--- config.mk ---
export PLATFORM = sky130hd
export DESIGN_NAME = mem_wb_ctrl
export DESIGN_NICKNAME = d
export VERILOG_FILES = /design/src/rtl/mem_wb_ctrl.sv
export SDC_FILE = /design/constraint.sdc
export NUM_CORES = 1
export LEC_CHECK = 0
export BUFFER_PORTS_ARGS = -buffer_cell sky130_fd_sc_hd__clkbuf_2
export CAP_MARGIN = 30
export CORE_UTILIZATION = 50
export DETAILED_ROUTE_END_ITERATION = 8
export PLACE_DENSITY = 0.94
export SYNTH_ARGS = -nofsm -noshare
export SYNTH_HDL_FRONTEND = slang
export SYNTH_SLANG_ARGS = --single-unit
--- constraint.sdc ---
create_clock -name clk -period 3.9 [get_ports clk]
set_input_delay 0.195 -clock clk [delete_from_list [all_inputs] [get_ports clk]]
set_output_delay 0.195 -clock clk [all_outputs]
set_load 0.01 [all_outputs]
--- src/rtl/mem_wb_ctrl.sv ---
// mem_wb_ctrl: merged MEM/WB stage between the EX/MEM register and the regfile
// write port. ALU results pass through with one cycle of latency. Loads and
// stores run a req/ack transaction on the RAM bus under a bounded-wait FSM and
// stall upstream until the access completes or times out.
// Optional build macro UART_STATUS_EN: loads from 0xBF01 return the UART
// ready flags locally, and stores to 0xBF01 are dropped.
module mem_wb_ctrl #(
   parameter int DATA_W         = 16,
   parameter int REGA_W         = 4,
   parameter int TIMEOUT_CYCLES = 15
) (
   input  logic              clk,
   input  logic              rst,
   input  logic              valid_i,
   input  logic              wEnable_i,
   input  logic [REGA_W-1:0] wAddr_i,
   input  logic [DATA_W-1:0] wData_i,
   input  logic [1:0]        memOp_i,
   input  logic [DATA_W-1:0] memAddr_i,
   input  logic [DATA_W-1:0] memData_i,
   output logic              stall_o,
   output logic              ram_req_o,
   output logic              ram_we_o,
   output logic [DATA_W-1:0] ram_addr_o,
   output logic [DATA_W-1:0] ram_wdata_o,
   input  logic [DATA_W-1:0] ram_rdata_i,
   input  logic              ram_ack_i,
   input  logic              uart_rx_ready_i,
   input  logic              uart_tx_ready_i,
   output logic              wEnable_o,
   output logic [REGA_W-1:0] wAddr_o,
   output logic [DATA_W-1:0] wData_o,
   output logic              bus_err_o
);

   // Counter only needs to reach TIMEOUT_CYCLES-1 (the last WAIT cycle).
   localparam int CNT_W = (TIMEOUT_CYCLES < 2) ? 1 : $clog2(TIMEOUT_CYCLES);

   typedef enum logic {S_IDLE, S_WAIT} state_t;

   state_t              state;
   logic [CNT_W-1:0]    cnt;
   logic                cap_wen;
   logic [REGA_W-1:0]   cap_addr;

   logic                is_mem;
   logic                is_store;
   logic                uart_hit;
   logic [DATA_W-1:0]   uart_status;
   logic                bus_start;
   logic                timeout;

   assign is_mem   = valid_i & ((memOp_i == 2'b01) | (memOp_i == 2'b10));
   assign is_store = (memOp_i == 2'b10);

`ifdef UART_STATUS_EN
   localparam logic [DATA_W-1:0] UART_ADDR = DATA_W'(16'hBF01);
   assign uart_hit    = is_mem & (memAddr_i == UART_ADDR);
   assign uart_status = {{(DATA_W-2){1'b0}}, uart_rx_ready_i, uart_tx_ready_i};
`else
   logic unused_uart;
   assign uart_hit    = 1'b0;
   assign uart_status = '0;
   assign unused_uart = uart_rx_ready_i ^ uart_tx_ready_i;
`endif

   // A memory op that actually needs the bus (local UART accesses do not).
   assign bus_start = is_mem & ~uart_hit;
   // Last permitted WAIT cycle with no ack: abort on the next edge.
   assign timeout   = (state == S_WAIT) & ~ram_ack_i & (cnt == CNT_W'(TIMEOUT_CYCLES - 1));

   // Upstream hold: accepting a bus op, or waiting with no ack and no timeout.
   always_comb begin
      stall_o = 1'b0;
      if (rst) begin
         if (state == S_IDLE) stall_o = bus_start;
         else                 stall_o = ~ram_ack_i & ~timeout;
      end
   end

   // Stage FSM: issues bus requests, tracks the wait budget, drives writeback.
   always_ff @(posedge clk or negedge rst) begin
      if (!rst) begin
         state       <= S_IDLE;
         cnt         <= '0;
         cap_wen     <= 1'b0;
         cap_addr    <= '0;
         ram_req_o   <= 1'b0;
         ram_we_o    <= 1'b0;
         ram_addr_o  <= '0;
         ram_wdata_o <= '0;
         wEnable_o   <= 1'b0;
         wAddr_o     <= '0;
         wData_o     <= '0;
         bus_err_o   <= 1'b0;
      end else begin
         bus_err_o <= 1'b0;
         case (state)
            S_IDLE: begin
               if (bus_start) begin
                  ram_req_o   <= 1'b1;
                  ram_we_o    <= is_store;
                  ram_addr_o  <= memAddr_i;
                  ram_wdata_o <= memData_i;
                  cnt         <= '0;
                  cap_wen     <= wEnable_i;
                  cap_addr    <= wAddr_i;
                  wEnable_o   <= 1'b0;
                  state       <= S_WAIT;
               end else begin
                  // ALU result, or a local UART access (store is dropped).
                  wEnable_o <= valid_i & wEnable_i & ~(uart_hit & is_store);
                  wAddr_o   <= wAddr_i;
                  wData_o   <= uart_hit ? uart_status : wData_i;
               end
            end
            S_WAIT: begin
               if (ram_ack_i) begin
                  ram_req_o <= 1'b0;
                  state     <= S_IDLE;
                  wEnable_o <= cap_wen & ~ram_we_o;
                  if (!ram_we_o) begin
                     wAddr_o <= cap_addr;
                     wData_o <= ram_rdata_i;
                  end
               end else if (timeout) begin
                  // Aborted load still retires, with zero data, so the
                  // destination register is never left stale.
                  ram_req_o <= 1'b0;
                  state     <= S_IDLE;
                  bus_err_o <= 1'b1;
                  wEnable_o <= cap_wen & ~ram_we_o;
                  if (!ram_we_o) begin
                     wAddr_o <= cap_addr;
                     wData_o <= '0;
                  end
               end else begin
                  cnt <= cnt + 1'b1;
               end
            end
            default: state <= S_IDLE;
         endcase
      end
   end

endmodule

==> metrics.txt <==
status=completed; Reg area=1650 um^2; Wirelength per Cell=14.6 um; Routed WL=6300 um; ANT cells=0; maximum clock frequency=0.414 GHz; Hold Vio Cnt, Final=0; Seq cells post-synth=66; maximum clock path buffer count=2; Pins Over Slew Limit=0; CP max FO=43; IO Count=134; number of global-route vias before repair=2,217; hold buffers post-CTS=0; sequential share of the synthesized area=56.8%; RSZ-0062 raised after global routing=false; Comb power frac=29.1%; most frequent cells in the layout=130 x clkbuf_2, 66 x dfrtp_1, 41 x mux2_2; switching pwr=0.678 mW; Post-Syn Instances=222; Yosys Warn Count=0; Setup CP Type=flip-flop to output pin; headroom to the max-slew limit=46.3%; largest net degree at the start of global routing=67; share of cells above drive strength 1=54.7%; R2R depth=4; first-pass GRT wire length=10,100 um; leakage dissipation=2.01 nW; routed vias=2,174; internal power=1.59 mW; Setup crit end kind=output pin; antenna violations before repair=0; Clock power frac=27.1%; Filler Cell Count=411; Worst Tran Pin Value=0.805 ns; routability cong.=0.797; Worst Setup Start Kind=flip-flop; Layout Utilization=69.3%; Distinct cells, synth=26; Final Cycle Share=61.9%; die area=6120 um^2; Period minus WS final=2.41 ns; via/cell ratio=5.03; clock sink count=66; H-tree depth=3; Worst Hold Class=primary input to async pin; pwr dens=590 nW/um^2; Initial DRC Count=94; most common cell after layout, fill and taps aside=clkbuf_2; Fin Clk Skew=0.0108 ns; Required @ worst endpoint=3.70 ns; CTS tree=built; r2r startpoint=state; clock root buffer=clkbuf_8; Skew-Pair Late Insertion Delay=0.34 ns; initial cell density of the core=52.4%; CP arrival=2.22 ns; P&R area growth vs syn=32.2%; post-synth design cell area=2910 um^2; Sequential Power Share=43.9%; Placed Cells incl. Taps=418; Sw Ratio=29.9%; first drt pass iteration count=4; Post-Syn Nets=302; Buffers on Ports=131; final setup violation count=0; Die Ht=78.2 um; core area=5540 um^2; ANT nets after route=0; RR Endpoint=wData_o[14]; nets=437; Total Power=2.27 mW; DIE WIDTH=78.2 um; Rows=27; DP Wirelength=4570 um; Fin Setup TNS=0 ns; Mean Syn Cell Area=13.1 um^2; Peak VDD IR=0.346 mV; max-cap viol count=0; number of cells upsized or downsized after cts=0; DRC Markers=0; grt ovf=0; Layout Cells excl Fill=432; area occupied by multi-input gates=1120 um^2; Clock Pin Slew Worst Setup and Hold Paths=0.07 ns; CTS Buf Count=9; GRT Overall Usage=22.0%; number of setup buffers added after CTS=0; FF-to-FF setup slack=1.70 ns
## metal layers
layer,wire length (um),GRT usage [%]
met2,3010,36.7
met1,2670,25.4
met4,110,12.4
met3,507,6.16
met5,0,0
## worst max-delay path by stage
stage / startpoint / to / slack (ns)
2_1_floorplan: cnt[0] / wAddr_o[0] / 2.24
3_3_place_gp: state / wData_o[14] / 1.45
3_5_place_dp: state / wData_o[14] / 1.71
4_1_cts: state / stall_o / 1.46
5_1_grt: state / stall_o / 1.33
6_report: state / stall_o / 1.49
## power by group through the flow
stage	combinational, mW	sequential [mW]	clock [mW]
after floorplan	0.305	1.07	0
after global placement	0.627	0.996	0
after detailed placement	0.666	1.00	0
after CTS	0.668	0.996	0.624
after global routing	0.715	1.02	0.651
final	0.658	0.994	0.613
## logic make-up (layout without fill, tap and decap cells)
logic type / after synthesis / count (layout) / share of synthesized area (%)
AOI/OAI and AO/OA: 24 / 24 / 4.78
adders and majority gates: 3 / 3 / 1.29
buffers and inverters: 31 / 169 / 5.04
DFF: 66 / 66 / 56.8
muxes: 63 / 63 / 24.3
and+or+nand+nor: 35 / 35 / 7.71
## cells in the mapped netlist, drive strengths merged
| cell | n | share of area [%] |
|---|---|---|
| a21o | 2 | 0.52 |
| a21oi | 15 | 2.6 |
| a221oi | 1 | 0.52 |
| and2 | 2 | 0.43 |
| and3 | 1 | 0.22 |
| buf | 9 | 2.2 |
| clkbuf | 2 | 0.26 |
| dfrtp | 66 | 57 |
| ha | 3 | 1.3 |
| inv | 20 | 2.6 |
| mux2 | 46 | 18 |
| mux2i | 17 | 5.9 |
| nand2 | 1 | 0.13 |
| nand2b | 3 | 0.65 |
| nand3 | 6 | 1.2 |
| nand4b | 3 | 0.90 |
| nor2 | 1 | 0.13 |
| nor2b | 16 | 3.4 |
| nor3 | 1 | 0.17 |
| nor3b | 1 | 0.43 |
| o2111ai | 1 | 0.30 |
| o21ai | 5 | 0.86 |
## flip-flops by register name, summed over array words and instances, names as in the netlist
| signal | cells |
|---|---|
| cap_wen | 1 |
| ram_addr_o | 16 |
| state | 1 |
| wAddr_o | 4 |
| bus_err_o | 1 |
| wEnable_o | 1 |
| cap_addr | 4 |
| ram_req_o | 1 |
| ram_wdata_o | 16 |
| ram_we_o | 1 |
| wData_o | 16 |
| cnt | 4 |
## per-stage QoR
stage	hold WS [ns]	setup WS, ns	cell area, um^2
global route	0.0742	1.33	3840
global placement	0.426	1.45	3620
detailed placement	0.431	1.71	3630
CTS	0.0719	1.46	3840
finish	0.0581	1.49	3840
floorplan	-0.101	2.24	2910
## critical path, cell delays in order, from the launching register on
cell,delay (ns)
dfrtp_1,0.60
nor3b_4,0.33
buf_4,0.49
a21o_1,0.19
and2_1,0.14
clkbuf_2,0.13
## area by class of cell
class                           instances  share of cell area [%]
Clock buffer                           11                    3.68
Clock inverter                          3                    1.69
Inverter                               20                    1.95
Multi-Input combinational cell        125                    29.3
Sequential cell                        66                    43.0
Tap cell                               72                    2.35
Timing Repair Buffer                  135                    18.0
No activity file was read; power rests on OpenSTA's default activity.
